<file path="src/rtl/high_score_tracker.sv">
// high_score_tracker: keeps the best BCD score across games.
// On the game-over pulse the live score is snapshotted and then compared
// against the stored best one digit per clock, most significant digit first.
// A strictly greater snapshot replaces the best and raises the new-record
// flag, which drives a blink phase clocked by the 60 Hz game tick.
module high_score_tracker #(
  parameter int DIGITS       = 4,
  parameter int BLINK_FRAMES = 30
) (
  input  logic                  clk,
  input  logic                  rst,
  input  logic                  i_game_start_pulse,
  input  logic                  i_game_over_pulse,
  input  logic                  i_game_tick_60hz,
  input  logic [4*DIGITS-1:0]   i_score,
  output logic [4*DIGITS-1:0]   o_high_score,
  output logic                  o_new_record,
  output logic                  o_record_blink,
  output logic                  o_busy
);

  localparam int W  = 4 * DIGITS;
  localparam int IW = (DIGITS > 1) ? $clog2(DIGITS) : 1;
  localparam int CW = (BLINK_FRAMES > 1) ? $clog2(BLINK_FRAMES) : 1;

  localparam logic [IW-1:0] IDX_MSD  = IW'(DIGITS - 1);
  localparam logic [CW-1:0] CNT_LAST = CW'(BLINK_FRAMES - 1);

  typedef enum logic {
    IDLE    = 1'b0,
    COMPARE = 1'b1
  } state_t;

  state_t          state;
  logic [W-1:0]    snap;
  logic [IW-1:0]   idx;
  logic [CW-1:0]   blink_cnt;
  logic [3:0]      snap_digit;
  logic [3:0]      high_digit;

  // Select the digit pair currently under comparison.
  always_comb begin
    // NOTE: defaults first so every path assigns both outputs and no latch is inferred.
    snap_digit = 4'd0;
    high_digit = 4'd0;
    for (int d = 0; d < DIGITS; d++) begin
      if (idx == IW'(d)) begin
        snap_digit = snap[4*d +: 4];
        high_digit = o_high_score[4*d +: 4];
      end
    end
  end

  // Compare FSM, best-score register, record flag and blink phase.
  always_ff @(posedge clk or posedge rst) begin
    if (rst) begin
      // NOTE: sequential state uses non-blocking assignments so every register
      // samples pre-edge values regardless of statement order.
      state          <= IDLE;
      snap           <= '0;
      idx            <= IDX_MSD;
      blink_cnt      <= '0;
      o_high_score   <= '0;
      o_new_record   <= 1'b0;
      o_record_blink <= 1'b0;
      o_busy         <= 1'b0;
    end else if (i_game_start_pulse) begin
      // A new game clears the record flags and abandons any comparison;
      // it also suppresses a game-over arriving in the same cycle.
      state          <= IDLE;
      o_busy         <= 1'b0;
      o_new_record   <= 1'b0;
      o_record_blink <= 1'b0;
      blink_cnt      <= '0;
    end else begin
      // Blink phase runs only while a record is being shown.
      if (o_new_record && i_game_tick_60hz) begin
        if (blink_cnt == CNT_LAST) begin
          blink_cnt      <= '0;
          o_record_blink <= ~o_record_blink;
        end else begin
          blink_cnt <= blink_cnt + CW'(1);
        end
      end

      case (state)
        IDLE: begin
          if (i_game_over_pulse) begin
            snap   <= i_score;
            idx    <= IDX_MSD;
            state  <= COMPARE;
            o_busy <= 1'b1;
          end
        end

        COMPARE: begin
          if (snap_digit > high_digit) begin
            // New record; these assignments override the blink update above,
            // so a tick landing on this edge is not counted.
            o_high_score   <= snap;
            o_new_record   <= 1'b1;
            o_record_blink <= 1'b1;
            blink_cnt      <= '0;
            state          <= IDLE;
            o_busy         <= 1'b0;
          end else if (snap_digit < high_digit) begin
            state  <= IDLE;
            o_busy <= 1'b0;
          end else if (idx == '0) begin
            // All digits equal: a tie never counts as a record.
            state  <= IDLE;
            o_busy <= 1'b0;
          end else begin
            idx <= idx - IW'(1);
          end
        end

        default: begin
          state  <= IDLE;
          o_busy <= 1'b0;
        end
      endcase
    end
  end

endmodule
</file>
<file path="config.mk">
export PLATFORM = sky130hd
export DESIGN_NAME = high_score_tracker
export DESIGN_NICKNAME = d
export VERILOG_FILES = /design/src/rtl/high_score_tracker.sv
export SDC_FILE = /design/constraint.sdc
export NUM_CORES = 1
export LEC_CHECK = 0
export ABC_AREA = 1
export BUFFER_PORTS_ARGS = -buffer_cell sky130_fd_sc_hd__buf_4
export CAP_MARGIN = 15
export CORE_ASPECT_RATIO = 1.2
export CORE_MARGIN = 2
export CORE_UTILIZATION = 40
export CTS_CLUSTER_DIAMETER = 80
export DETAILED_ROUTE_END_ITERATION = 8
export PLACE_DENSITY_LB_ADDON = 0.12
export SLEW_MARGIN = 20
export SYNTH_ARGS = -nofsm -noshare
export SYNTH_HDL_FRONTEND = slang
export SYNTH_SLANG_ARGS = --single-unit
export TNS_END_PERCENT = 50
</file>
<file path="constraint.sdc">
create_clock -name clk -period 2.44 [get_ports clk]
set_input_delay 0.244 -clock clk [delete_from_list [all_inputs] [get_ports clk]]
set_output_delay 0.244 -clock clk [all_outputs]
set_load 0.005 [all_outputs]
</file>
==> results of run 1 <==
-- cells in the final DEF, fill, tap and decap left out, types with 4 or more instances in the layout --
cell / count
sky130_fd_sc_hd__buf_4: 48
sky130_fd_sc_hd__nand2_1: 44
sky130_fd_sc_hd__dfrtp_1: 41
sky130_fd_sc_hd__inv_1: 26
sky130_fd_sc_hd__nor2_1: 25
sky130_fd_sc_hd__a21oi_1: 25
sky130_fd_sc_hd__o21ai_2: 18
sky130_fd_sc_hd__o21ai_1: 7
sky130_fd_sc_hd__clkbuf_8: 7
sky130_fd_sc_hd__nand2_2: 6
sky130_fd_sc_hd__ha_1: 6
sky130_fd_sc_hd__nand3_1: 5
sky130_fd_sc_hd__inv_2: 4
sky130_fd_sc_hd__xor2_1: 4
sky130_fd_sc_hd__ha_4: 4
-- how the worst max path moves through the flow --
stage | start | end
after floorplan | idx[1] | o_record_blink
after detailed placement | idx[0] | o_high_score[3]
final | idx[0] | o_high_score[3]
after global placement | idx[0] | o_busy
after global routing | idx[0] | o_high_score[3]
after CTS | idx[0] | o_high_score[3]
-- cells in the mapped netlist --
master / count
sky130_fd_sc_hd__nand3_1: 6
sky130_fd_sc_hd__nand2_1: 48
sky130_fd_sc_hd__inv_2: 3
sky130_fd_sc_hd__inv_1: 29
sky130_fd_sc_hd__clkbuf_1: 1
sky130_fd_sc_hd__nand3_4: 1
sky130_fd_sc_hd__nor2_2: 2
sky130_fd_sc_hd__dfstp_2: 2
sky130_fd_sc_hd__xor2_1: 4
sky130_fd_sc_hd__o22ai_1: 3
sky130_fd_sc_hd__o21ai_0: 12
sky130_fd_sc_hd__nor3_1: 1
sky130_fd_sc_hd__o21ai_2: 16
sky130_fd_sc_hd__dfrtp_1: 41
sky130_fd_sc_hd__nor2_1: 25
sky130_fd_sc_hd__a21oi_1: 28
sky130_fd_sc_hd__nand3_2: 1
sky130_fd_sc_hd__buf_2: 3
sky130_fd_sc_hd__ha_1: 10
sky130_fd_sc_hd__nand4_1: 3
sky130_fd_sc_hd__a22oi_1: 3
sky130_fd_sc_hd__buf_4: 2
sky130_fd_sc_hd__nand2_4: 1
sky130_fd_sc_hd__buf_6: 3
sky130_fd_sc_hd__nand2_2: 4
-- metal layers --
metal	GRT usage, %	vias up
li1	-	917
met1	21.7	864
met2	27.6	32
met3	3.56	5
met4	5.15	0
met5	0	-
-- what timing repair did --
item	CTS	global route
pin swaps	0	6
hold endpoints to repair	0	0
resized for setup	1	41
endpoints found under the setup margin	19	27
cloned	0	1
setup buffers	0	1
-- cell type report --
| class | instances | area [µm²] | share of cell area [%] |
|---|---|---|---|
| Tap cell | 62 | 77.6 | 2.65 |
| Inverter | 32 | 128 | 4.36 |
| Multi-Input combinational cell | 168 | 1060 | 36.3 |
| Sequential cell | 43 | 1080 | 36.9 |
| Timing Repair Buffer | 55 | 479 | 16.4 |
| Clock buffer | 8 | 100 | 3.42 |
-- sequential cells by signal (all words and copies together), names as in the netlist --
name,count
state,1
o_high_score,16
blink_cnt,5
o_new_record,1
snap,16
idx,2
o_record_blink,1
o_busy,1
-- worst max-delay path, stage by stage, from the launching register on --
cell and delay [ns]:
sky130_fd_sc_hd__dfstp_2 0.61, sky130_fd_sc_hd__inv_4 0.07, sky130_fd_sc_hd__ha_4 0.17, sky130_fd_sc_hd__buf_4 0.15
sky130_fd_sc_hd__nand3_1 0.09, sky130_fd_sc_hd__nand2_1 0.07, sky130_fd_sc_hd__o21ai_1 0.08, sky130_fd_sc_hd__nand2_1 0.06
sky130_fd_sc_hd__o21ai_1 0.09, sky130_fd_sc_hd__ha_1 0.27, sky130_fd_sc_hd__nand2_1 0.08, sky130_fd_sc_hd__nand2_1 0.06
sky130_fd_sc_hd__nand2_2 0.06, sky130_fd_sc_hd__nand2_2 0.08, sky130_fd_sc_hd__nand3_4 0.15, sky130_fd_sc_hd__buf_12 0.16
sky130_fd_sc_hd__nand2_1 0.06, sky130_fd_sc_hd__o21ai_2 0.05
-- report_power, final --
| part | leakage, nW | switching (mW) | total, mW | internal [mW] |
|---|---|---|---|---|
| Combinational | 0.909 | 0.749 | 1.46 | 0.708 |
| Sequential | 0.517 | 0.173 | 1.09 | 0.919 |
| Clock | 0.0515 | 0.229 | 0.487 | 0.258 |
-- through the flow --
| stage | hold WS, ns | std cells | setup WS (ns) | instance area (µm²) | util, % |
|---|---|---|---|---|---|
| 6_report | 0.0850 | 368 | 0.0152 | 2930 | 55.2 |
| 4_1_cts | 0.111 | 366 | 0.00377 | 2760 | 52.1 |
| 3_5_place_dp | 0.431 | 358 | -0.0209 | 2660 | 50.2 |
| 5_1_grt | 0.139 | 368 | -0.113 | 2930 | 55.2 |
| 3_3_place_gp | 0.424 | 358 | -0.0399 | 2660 | 50.2 |
| 2_1_floorplan | 0.307 | 252 | 0.103 | 2210 | - |
-- logic make-up after synthesis --
logic type	share of synthesized area (%)
AND/OR/NAND/NOR	18.3
XOR/XNOR	1.58
flip-flops	48.8
buffers and inverters	8.48
adder cells (fa/ha/maj)	5.66
AO/OA/AOI/OAI	17.3
==> flow_summary.rst, run 1 <==
.. list-table::
   :header-rows: 1

   * - Metric
     - Value
   * - Outcome
     - completed
   * - Synthesized cell area
     - about 2200 µm²
   * - Avg Vias per Cell
     - slightly below 5
   * - Number of top-level design ports
     - 40
   * - Antenna violations before repair
     - 0
   * - Area share of the leading cell type in the synthesized netlist
     - 46.4%
   * - DRC
     - 0
   * - GPL Wtd Cong
     - around 0.84
   * - Wire length of the first global-routing pass
     - roughly 8000 µm
   * - TritonCTS clock tree
     - built
   * - Static leakage
     - ~1.5 nW
   * - WP data arrival
     - ~2.7 ns
   * - Share of the clock period used by the worst path after layout
     - roughly 99%
   * - Maximum buffer depth of the clock tree
     - 2
   * - Register-to-register setup slack
     - around 0.015 ns
   * - Die boundary width
     - slightly above 70 µm
   * - Clock transition at the registers of the reported paths
     - around 0.080 ns
   * - Dpl hpwl
     - roughly 3600 µm
   * - Count of clock tree sinks
     - 43
   * - Startpoint of the lowest-slack register-to-register path
     - idx[0]
   * - Synth top area cells
     - sky130_fd_sc_hd__dfrtp_1 46%, sky130_fd_sc_hd__nand2_1 8.1%, sky130_fd_sc_hd__a21oi_1 6.3%, sky130_fd_sc_hd__o21ai_2 6.3%, sky130_fd_sc_hd__ha_1 5.7%
   * - Number of distinct standard cells referenced by the synthesized netlist
     - 25
   * - Initial Util
     - 41.8%
   * - Mapped Avg Cell Area
     - around 8.8 µm²
   * - Vias
     - 1818
   * - Share of cells above drive strength 1
     - between 30% and 40%
   * - Seq/Total Area, Yosys
     - between 40% and 50%
   * - Number of fill cells in the layout
     - 516
   * - Startpoint type of the worst setup path
     - register
   * - Type of element capturing the critical path
     - register
   * - Number of register bits inferred by synthesis
     - 43
   * - Mean routed wirelength per cell
     - around 13 µm
   * - Final clock skew
     - 0.00686 ns
   * - Relative slew slack
     - between 60% and 70%
   * - Routed wire length on met3
     - approximately 140 µm
   * - Die boundary height
     - between 80 and 90 µm
   * - Number of port buffers
     - 39
   * - Pin count of the biggest net entering global routing
     - 44
   * - Type of the setup path with the least slack
     - reg2reg
   * - Number of detailed-routing iterations run before antenna repair
     - 6
   * - Highest clock frequency the design can meet
     - just over 0.4 GHz
   * - Power density over the cells
     - between 1000 and 1500 nW/µm²
   * - Hold Violations, Final
     - 0
   * - Area of the die
     - roughly 6000 µm²
   * - Class of the tightest hold or removal check
     - in2async
   * - Total number of yosys warnings
     - 0
   * - Total routed wirelength
     - approximately 4900 µm
   * - Syn Nets
     - between 200 and 300
   * - Count of nets left with antenna violations after detail routing
     - 0
   * - Met2 Wirelength
     - approximately 2600 µm
   * - Standard-cell rows
     - 29
   * - Overall power after layout
     - just over 3 mW
   * - FF-to-FF path depth
     - 17
   * - Setup repair after global routing missed its margin
     - yes
   * - FF-to-FF End
     - o_high_score[3]
   * - 1st-iter DRT viols
     - 57
   * - CTS hold repair buffers
     - 0
   * - H-Tree Depth
     - 2
   * - Min Clock Period, post-route
     - between 2 and 2.5 ns
   * - Maximum vdd drop
     - roughly 0.50 mV
   * - Syn Inst Count
     - 252
   * - Highest routed metal layer
     - met4
   * - Cell type with the highest aggregate area in the netlist
     - sky130_fd_sc_hd__dfrtp_1
   * - Area Growth Syn to Fin
     - 32.2%
   * - Aggregate global routing overflow
     - 0
   * - Accumulated negative setup slack
     - 0 ns
   * - Overall fraction of global-route tracks in use
     - around 17%
   * - Net count, final
     - between 300 and 400
   * - Count of pins over their slew limit
     - 0
   * - Max cap viols
     - 0
   * - Slew @ Worst Pin
     - ~0.54 ns
   * - Diode count
     - 0
   * - Clock Tree Root
     - sky130_fd_sc_hd__clkbuf_8
   * - Routed length on met1
     - between 2000 and 2500 µm
   * - Clk_lat worst skew
     - slightly below 0.3 ns
   * - Crit path required time
     - around 2.7 ns
   * - Total CTS buffers
     - 5
   * - Setup violation total in the final timing report
     - 0
   * - Area of the core
     - 5300 µm²
   * - Number of global-route vias before repair
     - ~1700
   * - Maximum fanout count along the critical path
     - 12
(Power assumes the default switching activity.)
==> inputs of run 2 (changes only) <==
--- a/config.mk
+++ b/config.mk
@@ -10,7 +10,7 @@
 export CAP_MARGIN = 15
 export CORE_ASPECT_RATIO = 1.2
 export CORE_MARGIN = 2
-export CORE_UTILIZATION = 40
+export CORE_UTILIZATION = 48
 export CTS_CLUSTER_DIAMETER = 80
 export DETAILED_ROUTE_END_ITERATION = 8
 export PLACE_DENSITY_LB_ADDON = 0.12
==> run 2 against run 1 <==
Effect of this change: design area is 3.5% higher; setup slack got worse by 0.0077 ns; register-to-register slack barely moved; die area shrank 16%; non-clock buffer count unchanged; clock skew is 0.0022 ns higher; worst hold slack lost 0.012 ns; sequential share of layout area fell by 1.2 points; flip-flop and latch count did not move; sequential power rose by 4%; cell count down 1.1%; combinational power up 9%; largest power group unchanged.
==> flow_summary.rst, run 2 (synthesized netlist as in run 1, its figures left out) <==
.. list-table::
   :header-rows: 1

   * - Metric
     - Value
   * - Aggregate global routing overflow
     - 0
   * - Overall fraction of global-route tracks in use
     - about a fifth
   * - Diode count
     - 0
   * - Antenna violations before repair
     - 0
   * - Vias
     - between 1500 and 2000
   * - Count of clock tree sinks
     - between 40 and 50
   * - Highest clock frequency the design can meet
     - just over 0.4 GHz
   * - Startpoint of the lowest-slack register-to-register path
     - idx[0]
   * - Switching portion of total power
     - between 30% and 40%
   * - Total routed wirelength
     - ~5100 µm
   * - Wire length of the first global-routing pass
     - between 7000 and 8000 µm
   * - Crit path required time
     - between 2 and 3 ns
   * - Max cap viols
     - 0
   * - Clock network power share
     - ~17%
   * - Number of global-route vias before repair
     - approximately 1800
   * - FF-to-FF End
     - o_high_score[14]
   * - Relative slew slack
     - between 60% and 70%
   * - Net Sw Power
     - 1.28 mW
   * - Maximum fanout count along the critical path
     - 8
   * - Hold Violations, Final
     - 0
   * - Clock Tree Root
     - sky130_fd_sc_hd__clkbuf_8
   * - Top library cells by usage in the layout, fill and taps aside
     - 45 x sky130_fd_sc_hd__buf_4, 41 x sky130_fd_sc_hd__dfrtp_1, 31 x sky130_fd_sc_hd__nand2_1
   * - Outcome
     - completed
   * - Standard-cell rows
     - 27
   * - Setup violation total in the final timing report
     - 0
   * - Maximum vdd drop
     - 0.566 mV
   * - Area Growth Syn to Fin
     - 36.8%
   * - Most numerous cell on the critical path
     - sky130_fd_sc_hd__nand2_1
   * - Maximum buffer depth of the clock tree
     - 2
   * - Dpl hpwl
     - between 3000 and 4000 µm
   * - Power density over the cells
     - ~1100 nW/µm²
   * - Cell type group with the largest total delay on the critical path
     - simple AND/OR/NAND/NOR gates
   * - Count of nets left with antenna violations after detail routing
     - 0
   * - CTS hold repair buffers
     - 0
   * - Number of detailed-routing iterations run before antenna repair
     - 5
   * - Max incr delay on CP
     - 0.62 ns
   * - Cells traversed along the worst timing path
     - ha_4 -> buf_6 -> a21oi_2 -> nand2_1 -> o21ai_1 -> nand2_1 -> o21ai_1 -> ha_1 -> nand2_1 -> nand2_1 -> nand2_2 -> nand2_4 -> nand3_4 -> buf_12 -> nand2_2 -> o21ai_2
   * - TritonCTS clock tree
     - built
   * - Final clock skew
     - between 0.009 and 0.01 ns
   * - Leading cell type in the layout, fill and taps excluded
     - sky130_fd_sc_hd__buf_4
   * - Number of port buffers
     - 39
   * - H-Tree Depth
     - 2
   * - 1st-iter DRT viols
     - 53
   * - Avg Vias per Cell
     - a little over 5
   * - Share of the clock period used by the worst path after layout
     - roughly 100%
   * - Slowest-stage cell, CP
     - sky130_fd_sc_hd__dfstp_2
   * - Count of pins over their slew limit
     - 0
   * - Worst slack after detailed placement
     - around 0.00069 ns
   * - Min Clock Period, post-route
     - around 2.4 ns
   * - Register-to-register setup slack
     - between 0.007 and 0.008 ns
   * - Die boundary width
     - between 60 and 70 µm
   * - Pin count of the biggest net entering global routing
     - 44
   * - Fin worst setup slack
     - 0.00753 ns
   * - Area of the die
     - between 5000 and 6000 µm²
   * - Initial Util
     - 48.9%
   * - Number of top-level design ports
     - 40
   * - Accumulated negative setup slack
     - 0 ns
   * - Clk_lat worst skew
     - 0.30 ns
   * - Area of the core
     - between 4000 and 5000 µm²
   * - Static leakage
     - between 1 and 1.5 nW
   * - FF-to-FF path depth
     - 16
   * - Placed Area
     - approximately 2600 µm²
   * - Share of cells above drive strength 1
     - a little over two fifths
   * - Largest registers ranked by flip-flop count
     - o_high_score: 16 flops, snap: 16 flops, blink_cnt: 5 flops
   * - Internal Pwr Total
     - between 2 and 2.5 mW
   * - Post-route standard cell area excluding fillers
     - about 3000 µm²
   * - Sum of buffers and inverters on the critical path
     - 2
   * - DRC
     - 0
   * - Portion of total power attributed to sequential cells
     - about a third
   * - GPL Wtd Cong
     - 0.888
   * - Worst hold-check slack
     - a little over 0.07 ns
   * - Clock transition at the registers of the reported paths
     - ~0.08 ns
   * - Type of the setup path with the least slack
     - reg2reg
   * - Startpoint type of the worst setup path
     - register
   * - Mean routed wirelength per cell
     - ~14 µm
   * - Type of element capturing the critical path
     - register
   * - Number of fill cells in the layout
     - 378
   * - Die boundary height
     - ~78 µm
   * - WP data arrival
     - between 2 and 3 ns
   * - Total CTS buffers
     - 5
   * - Slew @ Worst Pin
     - between 0.5 and 0.6 ns
   * - Relative contribution of combinational cells to total power
     - a little under 50%
   * - Class of the tightest hold or removal check
     - in2async
   * - Setup repair after global routing missed its margin
     - yes
   * - Net count, final
     - about 340
-- run 2: worst max-delay path by stage --
| stage | startpoint | endpoint | cells after the start |
|---|---|---|---|
| 5_1_grt | idx[1] | o_record_blink | 16 |
| 3_3_place_gp | idx[0] | idx[1] | 14 |
| 4_1_cts | idx[1] | o_high_score[8] | 16 |
| 6_report | idx[0] | o_high_score[14] | 16 |
| 3_5_place_dp | idx[0] | idx[1] | 14 |
| 2_1_floorplan | idx[1] | o_record_blink | 14 |
-- run 2: what timing repair did --
item                                    4_1_cts  5_1_grt
endpoints found under the hold margin         0        0
gates resized for setup                       3       67
setup buffers                                 0        3
pin swaps                                     0       14
endpoints found under the setup margin        7       27
gates cloned                                  0        2
-- run 2: per-layer routing --
metal  wire length (µm)  global-route usage (%)
met5                  0                       0
met4                115                    6.73
met2               2680                    33.2
met1               2140                    25.2
met3                173                    4.30
-- run 2: worst min-delay path: cells and delay by family --
family	cells	cell delay, ns
buf+inv	3	0.59
-- run 2: cell type report --
| class | count | area (µm²) | share of cell area [%] |
|---|---|---|---|
| clock inverters | 3 | 43.8 | 1.45 |
| inverters | 32 | 128 | 4.22 |
| flip-flops and latches | 43 | 1080 | 35.6 |
| well taps | 58 | 72.6 | 2.40 |
| multi-input cells | 168 | 1140 | 37.7 |
| repair buffers | 55 | 495 | 16.4 |
| clock buffers | 5 | 68.8 | 2.27 |
-- run 2: through the flow --
stage                     power, mW  util, %  instances
after floorplan                1.85        -        252
after global placement         2.31     57.8        351
after detailed placement       2.32     57.8        351
after CTS                      2.89     60.5        359
after global routing           3.51     66.9        364
final                          3.29     66.9        364
-- run 2: power groups by stage --
stage               Sequential, mW  Clock [mW]  Combinational (mW)
floorplan                     1.06           0               0.784
finish                        1.13       0.556                1.59
global route                  1.16       0.599                1.75
CTS                           1.08       0.570                1.25
global placement              1.09           0                1.22
detailed placement            1.09           0                1.23
